## src/rtl/multicycle_cu_if.sv

```systemverilog
// ============================================================================
// Module      : multicycle_cu_if
// Description : Datapath-facing bundle of the multicycle MIPS control unit.
// Revision    : 1.0 - initial release
// ============================================================================
`default_nettype none

interface multicycle_cu_if #(
    parameter int CNT_W = 32
);
    logic [5:0]       Opcode;
    logic [5:0]       Funct;
    logic             Zero;
    logic             InsReady;
    logic             DataReady;

    logic             InsReq;
    logic             DataReq;
    logic             IRWrite;
    logic             PCWrite;
    logic [1:0]       PCSrc;
    logic             RegWrite;
    logic [1:0]       RegDst;
    logic [1:0]       MemToReg;
    logic             MemRead;
    logic             MemWrite;
    logic             ALUSrcA;
    logic             ALUSrcB;
    logic             ExtSel;
    logic [2:0]       ALUOp;
    logic [2:0]       State;
    logic             Halted;
    logic             Error;
    logic [CNT_W-1:0] InsCount;
    logic [CNT_W-1:0] CycleCount;

    modport master (
        input  Opcode, Funct, Zero, InsReady, DataReady,
        output InsReq, DataReq, IRWrite, PCWrite, PCSrc, RegWrite, RegDst,
               MemToReg, MemRead, MemWrite, ALUSrcA, ALUSrcB, ExtSel, ALUOp,
               State, Halted, Error, InsCount, CycleCount
    );

    modport slave (
        output Opcode, Funct, Zero, InsReady, DataReady,
        input  InsReq, DataReq, IRWrite, PCWrite, PCSrc, RegWrite, RegDst,
               MemToReg, MemRead, MemWrite, ALUSrcA, ALUSrcB, ExtSel, ALUOp,
               State, Halted, Error, InsCount, CycleCount
    );
endinterface

`default_nettype wire

```

## src/rtl/multicycle_cu.sv

```systemverilog
// ============================================================================
// Module      : multicycle_cu
// Description : IF/ID/EXE/MEM/WB sequencer with memory timeouts and counters.
// Revision    : 1.0 - initial release
// ============================================================================
`default_nettype none

module multicycle_cu #(
    parameter int TIMEOUT = 16,
    parameter int CNT_W   = 32
) (
    input  wire logic       CLK,
    input  wire logic       Reset,
    multicycle_cu_if.master bus
);
    localparam int WCNT_W = $clog2(TIMEOUT + 1);
    localparam logic [WCNT_W-1:0] WAIT_LAST = WCNT_W'(TIMEOUT - 1);

    localparam logic [5:0] OP_RTYPE = 6'b000000, OP_ADDI = 6'b001000,
                           OP_ORI   = 6'b001101, OP_LW   = 6'b100011,
                           OP_SW    = 6'b101011, OP_BEQ  = 6'b000100,
                           OP_BNE   = 6'b000101, OP_J    = 6'b000010,
                           OP_JAL   = 6'b000011, OP_HALT = 6'b111111;
    localparam logic [5:0] FN_ADD = 6'b100000, FN_SUB = 6'b100010,
                           FN_AND = 6'b100100, FN_OR  = 6'b100101,
                           FN_SLT = 6'b101010, FN_SLL = 6'b000000;
    localparam logic [2:0] ALU_ADD = 3'b000, ALU_SUB = 3'b001, ALU_AND = 3'b010,
                           ALU_OR  = 3'b011, ALU_SLT = 3'b100, ALU_SLL = 3'b101;

    typedef enum logic [2:0] {
        S_IF   = 3'd0,
        S_ID   = 3'd1,
        S_EXE  = 3'd2,
        S_MEM  = 3'd3,
        S_WB   = 3'd4,
        S_HALT = 3'd5,
        S_ERR  = 3'd6
    } state_t;

    state_t            state, state_next;
    logic [WCNT_W-1:0] wait_cnt, wait_cnt_next;
    logic [CNT_W-1:0]  ins_cnt, cyc_cnt;

    logic       is_r, r_known, taken;
    logic [2:0] dec_alu_op;
    logic       dec_src_a, dec_src_b, dec_ext;

    logic       ins_req, data_req, ir_write, pc_write, reg_write;
    logic       mem_read, mem_write, alu_src_a, alu_src_b, ext_sel;
    logic [1:0] pc_src, reg_dst, mem_to_reg;
    logic [2:0] alu_op;

    // ALU controls depend only on the instruction; EXE and MEM both present them.
    always_comb begin
        is_r       = (bus.Opcode == OP_RTYPE);
        r_known    = 1'b1;
        dec_alu_op = ALU_ADD;
        dec_src_a  = 1'b0;
        dec_src_b  = 1'b0;
        dec_ext    = 1'b1;
        taken      = (bus.Opcode == OP_BEQ) ? bus.Zero : ~bus.Zero;
        if (is_r) begin
            case (bus.Funct)
                FN_ADD:  dec_alu_op = ALU_ADD;
                FN_SUB:  dec_alu_op = ALU_SUB;
                FN_AND:  dec_alu_op = ALU_AND;
                FN_OR:   dec_alu_op = ALU_OR;
                FN_SLT:  dec_alu_op = ALU_SLT;
                FN_SLL: begin
                    dec_alu_op = ALU_SLL;
                    dec_src_a  = 1'b1;
                end
                default: r_known = 1'b0;
            endcase
        end else begin
            case (bus.Opcode)
                OP_ADDI, OP_LW, OP_SW: dec_src_b = 1'b1;
                OP_ORI: begin
                    dec_alu_op = ALU_OR;
                    dec_src_b  = 1'b1;
                    dec_ext    = 1'b0;
                end
                OP_BEQ, OP_BNE: dec_alu_op = ALU_SUB;
                default: ;
            endcase
        end
    end

    always_comb begin
        state_next = state;
        ins_req    = 1'b0;
        data_req   = 1'b0;
        ir_write   = 1'b0;
        pc_write   = 1'b0;
        pc_src     = 2'b00;
        reg_write  = 1'b0;
        reg_dst    = 2'b00;
        mem_to_reg = 2'b00;
        mem_read   = 1'b0;
        mem_write  = 1'b0;
        alu_src_a  = 1'b0;
        alu_src_b  = 1'b0;
        ext_sel    = 1'b0;
        alu_op     = 3'b000;
        case (state)
            S_IF: begin
                ins_req = 1'b1;
                if (bus.InsReady) begin
                    ir_write   = 1'b1;
                    state_next = S_ID;
                end else if (wait_cnt == WAIT_LAST) begin
                    state_next = S_ERR;
                end
            end
            S_ID: begin
                case (bus.Opcode)
                    OP_HALT: state_next = S_HALT;
                    OP_J: begin
                        pc_write   = 1'b1;
                        pc_src     = 2'b10;
                        state_next = S_IF;
                    end
                    OP_JAL: begin
                        pc_write   = 1'b1;
                        pc_src     = 2'b10;
                        reg_write  = 1'b1;
                        reg_dst    = 2'b10;
                        mem_to_reg = 2'b10;
                        state_next = S_IF;
                    end
                    OP_RTYPE: state_next = r_known ? S_EXE : S_ERR;
                    OP_ADDI, OP_ORI, OP_LW, OP_SW, OP_BEQ, OP_BNE: state_next = S_EXE;
                    default: state_next = S_ERR;
                endcase
            end
            S_EXE: begin
                alu_op    = dec_alu_op;
                alu_src_a = dec_src_a;
                alu_src_b = dec_src_b;
                ext_sel   = dec_ext;
                case (bus.Opcode)
                    OP_BEQ, OP_BNE: begin
                        pc_write   = 1'b1;
                        pc_src     = taken ? 2'b01 : 2'b00;
                        state_next = S_IF;
                    end
                    OP_LW, OP_SW: state_next = S_MEM;
                    default:      state_next = S_WB;
                endcase
            end
            S_MEM: begin
                alu_op    = dec_alu_op;
                alu_src_a = dec_src_a;
                alu_src_b = dec_src_b;
                ext_sel   = dec_ext;
                data_req  = 1'b1;
                mem_read  = (bus.Opcode == OP_LW);
                mem_write = (bus.Opcode == OP_SW);
                if (bus.DataReady) begin
                    if (bus.Opcode == OP_LW) begin
                        state_next = S_WB;
                    end else begin
                        pc_write   = 1'b1;
                        state_next = S_IF;
                    end
                end else if (wait_cnt == WAIT_LAST) begin
                    state_next = S_ERR;
                end
            end
            S_WB: begin
                reg_write  = 1'b1;
                pc_write   = 1'b1;
                reg_dst    = is_r ? 2'b01 : 2'b00;
                mem_to_reg = (bus.Opcode == OP_LW) ? 2'b01 : 2'b00;
                state_next = S_IF;
            end
            default: ;
        endcase

        // Any state change clears the wait counter, so IF and MEM always start at 0.
        if (state_next != state) begin
            wait_cnt_next = '0;
        end else if ((state == S_IF && !bus.InsReady) || (state == S_MEM && !bus.DataReady)) begin
            wait_cnt_next = wait_cnt + 1'b1;
        end else begin
            wait_cnt_next = wait_cnt;
        end
    end

    always_ff @(posedge CLK) begin
        if (Reset) begin
            state    <= S_IF;
            wait_cnt <= '0;
            ins_cnt  <= '0;
            cyc_cnt  <= '0;
        end else begin
            state    <= state_next;
            wait_cnt <= wait_cnt_next;
            if (pc_write && ins_cnt != {CNT_W{1'b1}}) begin
                ins_cnt <= ins_cnt + 1'b1;
            end
            if (state != S_HALT && state != S_ERR && cyc_cnt != {CNT_W{1'b1}}) begin
                cyc_cnt <= cyc_cnt + 1'b1;
            end
        end
    end

    // Reset masks every output so an abandoned instruction cannot commit.
    always_comb begin
        bus.InsReq     = ins_req   & ~Reset;
        bus.DataReq    = data_req  & ~Reset;
        bus.IRWrite    = ir_write  & ~Reset;
        bus.PCWrite    = pc_write  & ~Reset;
        bus.RegWrite   = reg_write & ~Reset;
        bus.MemRead    = mem_read  & ~Reset;
        bus.MemWrite   = mem_write & ~Reset;
        bus.ALUSrcA    = alu_src_a & ~Reset;
        bus.ALUSrcB    = alu_src_b & ~Reset;
        bus.ExtSel     = ext_sel   & ~Reset;
        bus.PCSrc      = Reset ? 2'b00 : pc_src;
        bus.RegDst     = Reset ? 2'b00 : reg_dst;
        bus.MemToReg   = Reset ? 2'b00 : mem_to_reg;
        bus.ALUOp      = Reset ? 3'b000 : alu_op;
        bus.State      = Reset ? 3'b000 : state;
        bus.Halted     = ~Reset & (state == S_HALT);
        bus.Error      = ~Reset & (state == S_ERR);
        bus.InsCount   = Reset ? '0 : ins_cnt;
        bus.CycleCount = Reset ? '0 : cyc_cnt;
    end
endmodule

`default_nettype wire

```

## src/flat_wrapper.sv

```systemverilog
// flat-port wrapper written by rule: the top's interface ports become plain ports
module multicycle_cu_flat 
#(
    parameter int TIMEOUT = 16,
    parameter int CNT_W   = 32
)
  (CLK, Reset, bus_Opcode, bus_Funct, bus_Zero, bus_InsReady, bus_DataReady, bus_InsReq, bus_DataReq, bus_IRWrite, bus_PCWrite, bus_PCSrc, bus_RegWrite, bus_RegDst, bus_MemToReg, bus_MemRead, bus_MemWrite, bus_ALUSrcA, bus_ALUSrcB, bus_ExtSel, bus_ALUOp, bus_State, bus_Halted, bus_Error, bus_InsCount, bus_CycleCount);
  multicycle_cu_if #(.CNT_W(CNT_W)) bus_i ();
  input  wire logic CLK;
  input  wire logic Reset;
  input wire logic [$bits(bus_i.Opcode)-1:0] bus_Opcode;
  input wire logic [$bits(bus_i.Funct)-1:0] bus_Funct;
  input wire logic [$bits(bus_i.Zero)-1:0] bus_Zero;
  input wire logic [$bits(bus_i.InsReady)-1:0] bus_InsReady;
  input wire logic [$bits(bus_i.DataReady)-1:0] bus_DataReady;
  output wire logic [$bits(bus_i.InsReq)-1:0] bus_InsReq;
  output wire logic [$bits(bus_i.DataReq)-1:0] bus_DataReq;
  output wire logic [$bits(bus_i.IRWrite)-1:0] bus_IRWrite;
  output wire logic [$bits(bus_i.PCWrite)-1:0] bus_PCWrite;
  output wire logic [$bits(bus_i.PCSrc)-1:0] bus_PCSrc;
  output wire logic [$bits(bus_i.RegWrite)-1:0] bus_RegWrite;
  output wire logic [$bits(bus_i.RegDst)-1:0] bus_RegDst;
  output wire logic [$bits(bus_i.MemToReg)-1:0] bus_MemToReg;
  output wire logic [$bits(bus_i.MemRead)-1:0] bus_MemRead;
  output wire logic [$bits(bus_i.MemWrite)-1:0] bus_MemWrite;
  output wire logic [$bits(bus_i.ALUSrcA)-1:0] bus_ALUSrcA;
  output wire logic [$bits(bus_i.ALUSrcB)-1:0] bus_ALUSrcB;
  output wire logic [$bits(bus_i.ExtSel)-1:0] bus_ExtSel;
  output wire logic [$bits(bus_i.ALUOp)-1:0] bus_ALUOp;
  output wire logic [$bits(bus_i.State)-1:0] bus_State;
  output wire logic [$bits(bus_i.Halted)-1:0] bus_Halted;
  output wire logic [$bits(bus_i.Error)-1:0] bus_Error;
  output wire logic [$bits(bus_i.InsCount)-1:0] bus_InsCount;
  output wire logic [$bits(bus_i.CycleCount)-1:0] bus_CycleCount;
  assign bus_i.Opcode = bus_Opcode;
  assign bus_i.Funct = bus_Funct;
  assign bus_i.Zero = bus_Zero;
  assign bus_i.InsReady = bus_InsReady;
  assign bus_i.DataReady = bus_DataReady;
  assign bus_InsReq = bus_i.InsReq;
  assign bus_DataReq = bus_i.DataReq;
  assign bus_IRWrite = bus_i.IRWrite;
  assign bus_PCWrite = bus_i.PCWrite;
  assign bus_PCSrc = bus_i.PCSrc;
  assign bus_RegWrite = bus_i.RegWrite;
  assign bus_RegDst = bus_i.RegDst;
  assign bus_MemToReg = bus_i.MemToReg;
  assign bus_MemRead = bus_i.MemRead;
  assign bus_MemWrite = bus_i.MemWrite;
  assign bus_ALUSrcA = bus_i.ALUSrcA;
  assign bus_ALUSrcB = bus_i.ALUSrcB;
  assign bus_ExtSel = bus_i.ExtSel;
  assign bus_ALUOp = bus_i.ALUOp;
  assign bus_State = bus_i.State;
  assign bus_Halted = bus_i.Halted;
  assign bus_Error = bus_i.Error;
  assign bus_InsCount = bus_i.InsCount;
  assign bus_CycleCount = bus_i.CycleCount;
  multicycle_cu #(.TIMEOUT(TIMEOUT), .CNT_W(CNT_W)) u_core (.CLK(CLK), .Reset(Reset), .bus(bus_i));
endmodule
```

## config.mk

```make
export PLATFORM = sky130hd
export DESIGN_NAME = multicycle_cu_flat
export DESIGN_NICKNAME = d
export VERILOG_FILES = /design/src/rtl/multicycle_cu_if.sv /design/src/rtl/multicycle_cu.sv /design/src/flat_wrapper.sv
export SDC_FILE = /design/constraint.sdc
export NUM_CORES = 1
export LEC_CHECK = 0
export CORE_UTILIZATION = 55
export DETAILED_ROUTE_END_ITERATION = 10
export PLACE_DENSITY_LB_ADDON = 0.3
export SLEW_MARGIN = 0
export SYNTH_ARGS = -nofsm -noshare
export SYNTH_HDL_FRONTEND = slang
export SYNTH_SLANG_ARGS = --single-unit
```

## constraint.sdc

```tcl
create_clock -name CLK -period 5.8 [get_ports CLK]
set_input_delay 1.16 -clock CLK [delete_from_list [all_inputs] [get_ports CLK]]
set_output_delay 1.16 -clock CLK [all_outputs]
set_load 0.02 [all_outputs]
```

Word-level counts from Yosys, hierarchy flattened
Cells that the tools add are included.
W data, S select, Z words.
{"block": "word_totals", "regBits": 72, "inputBits": 17, "output_inout_bits": 88, "elab_cells": 119}
{"block": "classes", "n_addsub": 3, "eq_ne": 26, "muxes": 53, "n_bitwise": 14, "n_reduce_logical": 19}
{"operator": "$add A32 B1 Y32 const B", "n": 2}
{"operator": "$mux W32", "n": 2}
{"operator": "$ne A32 B32 Y1 const B", "n": 2}
{"operator": "$eq A6 B6 Y1 const B", "n": 8}
{"operator": "$pmux W3 S5", "n": 2}
{"operator": "$mux W3", "n": 9}
{"operator": "$mux W1", "n": 26}
{"operator": "$pmux W2 S2", "n": 4}
{"operator": "$and A1 B1 Y1", "n": 12}
{"operator": "$eq A6 B2 Y1 const B", "n": 2}
{"operator": "$eq A6 B3 Y1 const B", "n": 2}
{"operator": "$eq A6 B4 Y1 const B", "n": 2}
{"operator": "$logic_not A6 Y1", "n": 2}
{"operator": "$mux W2", "n": 6}
{"operator": "$pmux W3 S4", "n": 1}
{"operator": "$reduce_or A6 Y1", "n": 2}
{"operator": "$reduce_or A2 Y1", "n": 5}
{"operator": "$eq A3 B3 Y1 const B", "n": 3}
{"operator": "$eq A3 B2 Y1 const B", "n": 2}
{"operator": "$ne A3 B3 Y1 const B", "n": 2}
{"operator": "$pmux W3 S2", "n": 1}
{"operator": "$add A5 B1 Y5 const B", "n": 1}
{"operator": "$eq A5 B4 Y1 const B", "n": 1}
{"operator": "$logic_and A1 B1 Y1", "n": 5}
{"operator": "other kinds (9)", "n": 11}

Depth between registers and ports, before layout
{"block": "logic_depth", "ltp_word": 9, "mapped_depth": 9, "ltp_nobuf": 9}

Worst setup path before layout
OpenSTA, ideal clock, no wires.
{"block": "synth_path", "path_type": "input -> output", "startpoint": "in bus_Opcode[3]", "endpoint": "out bus_RegDst[1]", "arrival_time_ns": 3.015, "required_ns": 4.640, "setup_slack_ns": 1.625, "stages": 6, "path_buffers": 2, "cell_sequence": "buf_2 -> or3_4 -> nor4_1 -> nand2_1 -> inv_1 -> buf_4"}
{"block": "synth_via", "elab_chain_cells": 4}
{"item": "start, declared", "line": "flat_wrapper.sv:11", "text": "input wire logic [$bits(bus_i.Opcode)-1:0] bus_Opcode;"}
{"item": "$eq A6 B2 Y1", "line": "multicycle_cu.sv:116", "text": "case (bus.Opcode)"}
{"item": "$mux W2", "line": "multicycle_cu.sv:116"}
{"item": "$pmux W2 S2", "line": "multicycle_cu.sv:105", "text": "case (state)"}
{"item": "$mux W2", "line": "multicycle_cu.sv:221", "text": "bus.RegDst = Reset ? 2'b00 : reg_dst;"}
{"item": "end, declared", "line": "flat_wrapper.sv:22", "text": "output wire logic [$bits(bus_i.RegDst)-1:0] bus_RegDst;"}
No other way between the ends.

Worst setup path in the final report
{"block": "layout_path", "startpoint": "in bus_Opcode[2]", "endpoint": "out bus_ALUOp[2]"}
{"block": "layout_via", "elab_chain_cells": 4}
{"item": "$logic_not A6 Y1", "line": "multicycle_cu.sv:55", "text": "is_r = (bus.Opcode == OP_RTYPE);"}
{"item": "$mux W3", "line": "multicycle_cu.sv:62", "text": "if (is_r) begin"}
{"item": "$mux W3", "line": "multicycle_cu.sv:105"}
{"item": "$mux W3", "line": "multicycle_cu.sv:223", "text": "bus.ALUOp = Reset ? 3'b000 : alu_op;"}
{"item": "end, declared", "line": "flat_wrapper.sv:29", "text": "output wire logic [$bits(bus_i.ALUOp)-1:0] bus_ALUOp;"}
No other way between the ends.

==> flow_summary.toml <==
[routing]
ant_nets = 0
vias = 4423
drt-pass1-iter-count = 5
drcViolationCount = 0
wirelength_um = 11300
drtIter0Drc = 197
viasPerCell = 5.67
wl_per_cell_um = 14.5

[power_and_ir_drop]
irDropWorstVdd_mv = 0.137
pwr-share-clk_pct = 41.3
p_seq_share_pct = 45.9
p_switching_mw = 0.292
p_leak_nw = 2.06
intPower_mw = 0.841
power_mw = 1.13
powerDensity_nw_per_um2 = 195
combPwrFrac_pct = 12.8
switching_share_pct = 25.8

[global_routing]
grt.total_usage_pct = 26.4
grt_antenna_before_repair = 0
grt_max_degree = 98
gr-total-overflow = 0
grt_pass1_wl_um = 18600
first_global_vias = 4104

[floorplanning]
placementRows = 32
die-area_um2 = 8620
die_x_um = 92.9
coreArea_um2 = 7850
initial_core_util_pct = 57.8
boundaryPins = 105
dieHeight_um = 92.9

[placed_design]
dp_hpwl_um = 7980
place.port_buffers = 104
post_dp_cell_area_um2 = 5570
place_congestion = 0.877
place_inst = 766
pre_cts_slack_ps = 1020

[sta]
worst_hold_slack_ps = 495
hold_viol = 0
tns_ps = 0
clock_skew_ps = 9.53
fmax_mhz = 209
setup_viol = 0
rsz0062_at_grt = "no"
min_period_ps = 4790
maxSlewViolCount = 0
fin_crit_sh_pct = 82.6
setup_slack_ps = 1010
worstMarginPinSlew_ps = 862
relSlewSlack_pct = 42.6

[yosys]
yosysMostFrequentCell = "nor2_1"
avgSynthCellArea_um2 = 7.65
ys_ff_latch = 72
yosysTopAreaCellShare_pct = 31.8
ys_warn_count = 0
ys.flop_type = "dfxtp_1"
syn_nets = 614
netlist_instances = 593
async_flop_share_pct = 0
yosys-top-cells-area = "dfxtp_1 32%, xor2_1 9.6%, nor2b_1 9.5%, nor2_1 8.8%, nand4_1 4.4%"
yosysTopAreaCell = "dfxtp_1"
synth_edf_count = 0
synthTopCellsByCount = "106 x nor2_1, 72 x dfxtp_1, 69 x nor2b_1, 50 x xor2_1, 35 x nand3_1"
yosysSeqAreaShare_pct = 31.8
synth.cell_area_um2 = 4540
synth_cell_types = 59

[clock_tree]
cts_setup_buffers = 0
cts_tree = "done"
cts_root_buf = "clkbuf_8"
htree_num_levels = 3
cts_buffer_depth = 2
clk_pin_slew_ps = 70
cts-resized-gates = 0
ctsHoldBuffers = 0
cts_made_buffers = 9
clk_latency_ps = 340
cts_sinks = 72

[flow_run]
max_cap_violations = 0

[layout]
drive_above_1_share_pct = 5.90
antennaDiodeCount = 0
fill_cells = 643
design_area_um2 = 5800
utilization_pct = 73.9
final_cell_count_no_fill = 780
fin_nets = 696
syn_to_final_growth_pct = 27.8

[setup_path]
cp-start-kind = "input pin"
end_kind = "primary output"
cp_common_cell = "clkdlybuf4s50_1"
cp_data_arrival_time_ps = 3630
critPathMaxFanout = 11
cpPeakStageDelay_ps = 620
critical-path-slowest-cell = "clkdlybuf4s50_1"
critPathKind = "in2out"
crit_family = "buffers and inverters"
critPathBufInv = 2
required_ps = 4640
crit_chain = "clkdlybuf4s50_1, nor2_1, nand3b_1, or4_1, a21oi_1, clkdlybuf4s50_1"

[run_status]
status = "completed"

[hold_path]
hold_path_class = "reg2reg"
## power by group through the flow
stage / Sequential (mW) / Clock, mW / Combinational (mW)
after floorplan: 0.520 / 0 / 0.108
after global routing: 0.522 / 0.499 / 0.159
final: 0.520 / 0.468 / 0.145
after CTS: 0.519 / 0.478 / 0.145
after detailed placement: 0.531 / 0 / 0.143
after global placement: 0.530 / 0 / 0.141
## placed cells by master (no fill, tap or decap), types with 7 or more instances in the layout
cell type and count:
nand2b_1 7, nor2b_1 69, dfxtp_1 72, a21oi_1 12
xnor2_1 8, inv_1 11, mux2_2 9, clkdlybuf4s50_1 103
nand3_1 35, clkbuf_8 9, and3_1 16, nor2_1 106
or4_1 7, nand2_1 34, xor2_1 50, nand4_1 32
nor3_1 14
## layer usage
layer	track usage [%]	wire (µm)	share of wire [%]	vias to the layer above
met2	45.9	5570	49	167
met3	6.08	717	6.3	12
met1	32.2	4910	43	2032
li1	-	-	-	2212
met4	7.95	111	0.98	0
met5	0	0	0	-
## worst min-delay path, stage by stage, from the launching register on
cell and delay, ps:
dfxtp_1 310, nor2_1 90, a211oi_1 50
## final timing paths
check                                        start                  to  slack (ps)  cells after the start
worst min-delay path            u_core.wait_cnt[4]  u_core.wait_cnt[4]         500                      2
worst min register to register  u_core.wait_cnt[4]  u_core.wait_cnt[4]         500                      2
worst max register to register     u_core.state[0]  u_core.ins_cnt[10]        3040                      7
worst max-delay path                 bus_Opcode[2]        bus_ALUOp[2]        1010                      6
## cells by family (layout without fill, tap and decap cells)
family                   after synthesis  in the layout  synth area share (%)
AO/OA/AOI/OAI                         47             47                  7.44
XOR/XNOR                              58             58                  11.2
adder cells (fa/ha/maj)                4              4                  1.10
buffers and inverters                 47            132                  4.33
flip-flops                            72             72                  31.8
multiplexers                          10             10                  2.45
AND/OR/NAND/NOR                      355            355                  41.7
## layout make-up
| cell class | instances | area [µm²] | area share [%] |
|---|---|---|---|
| clock buffer | 9 | 124 | 2.14 |
| clock inverter | 5 | 106 | 1.83 |
| timing repair buffer | 106 | 1050 | 18.2 |
| tap | 102 | 128 | 2.20 |
| inverter | 12 | 45.0 | 0.777 |
| multi-input combinational | 474 | 2900 | 50.0 |
| sequential | 72 | 1440 | 24.9 |
## sequential cells by signal, indices dropped and copies added, names as in the netlist
signal,flops
u_core.cyc_cnt,32
u_core.ins_cnt,32
u_core.state,3
u_core.wait_cnt,5
No activity file was read; power rests on OpenSTA's default activity.
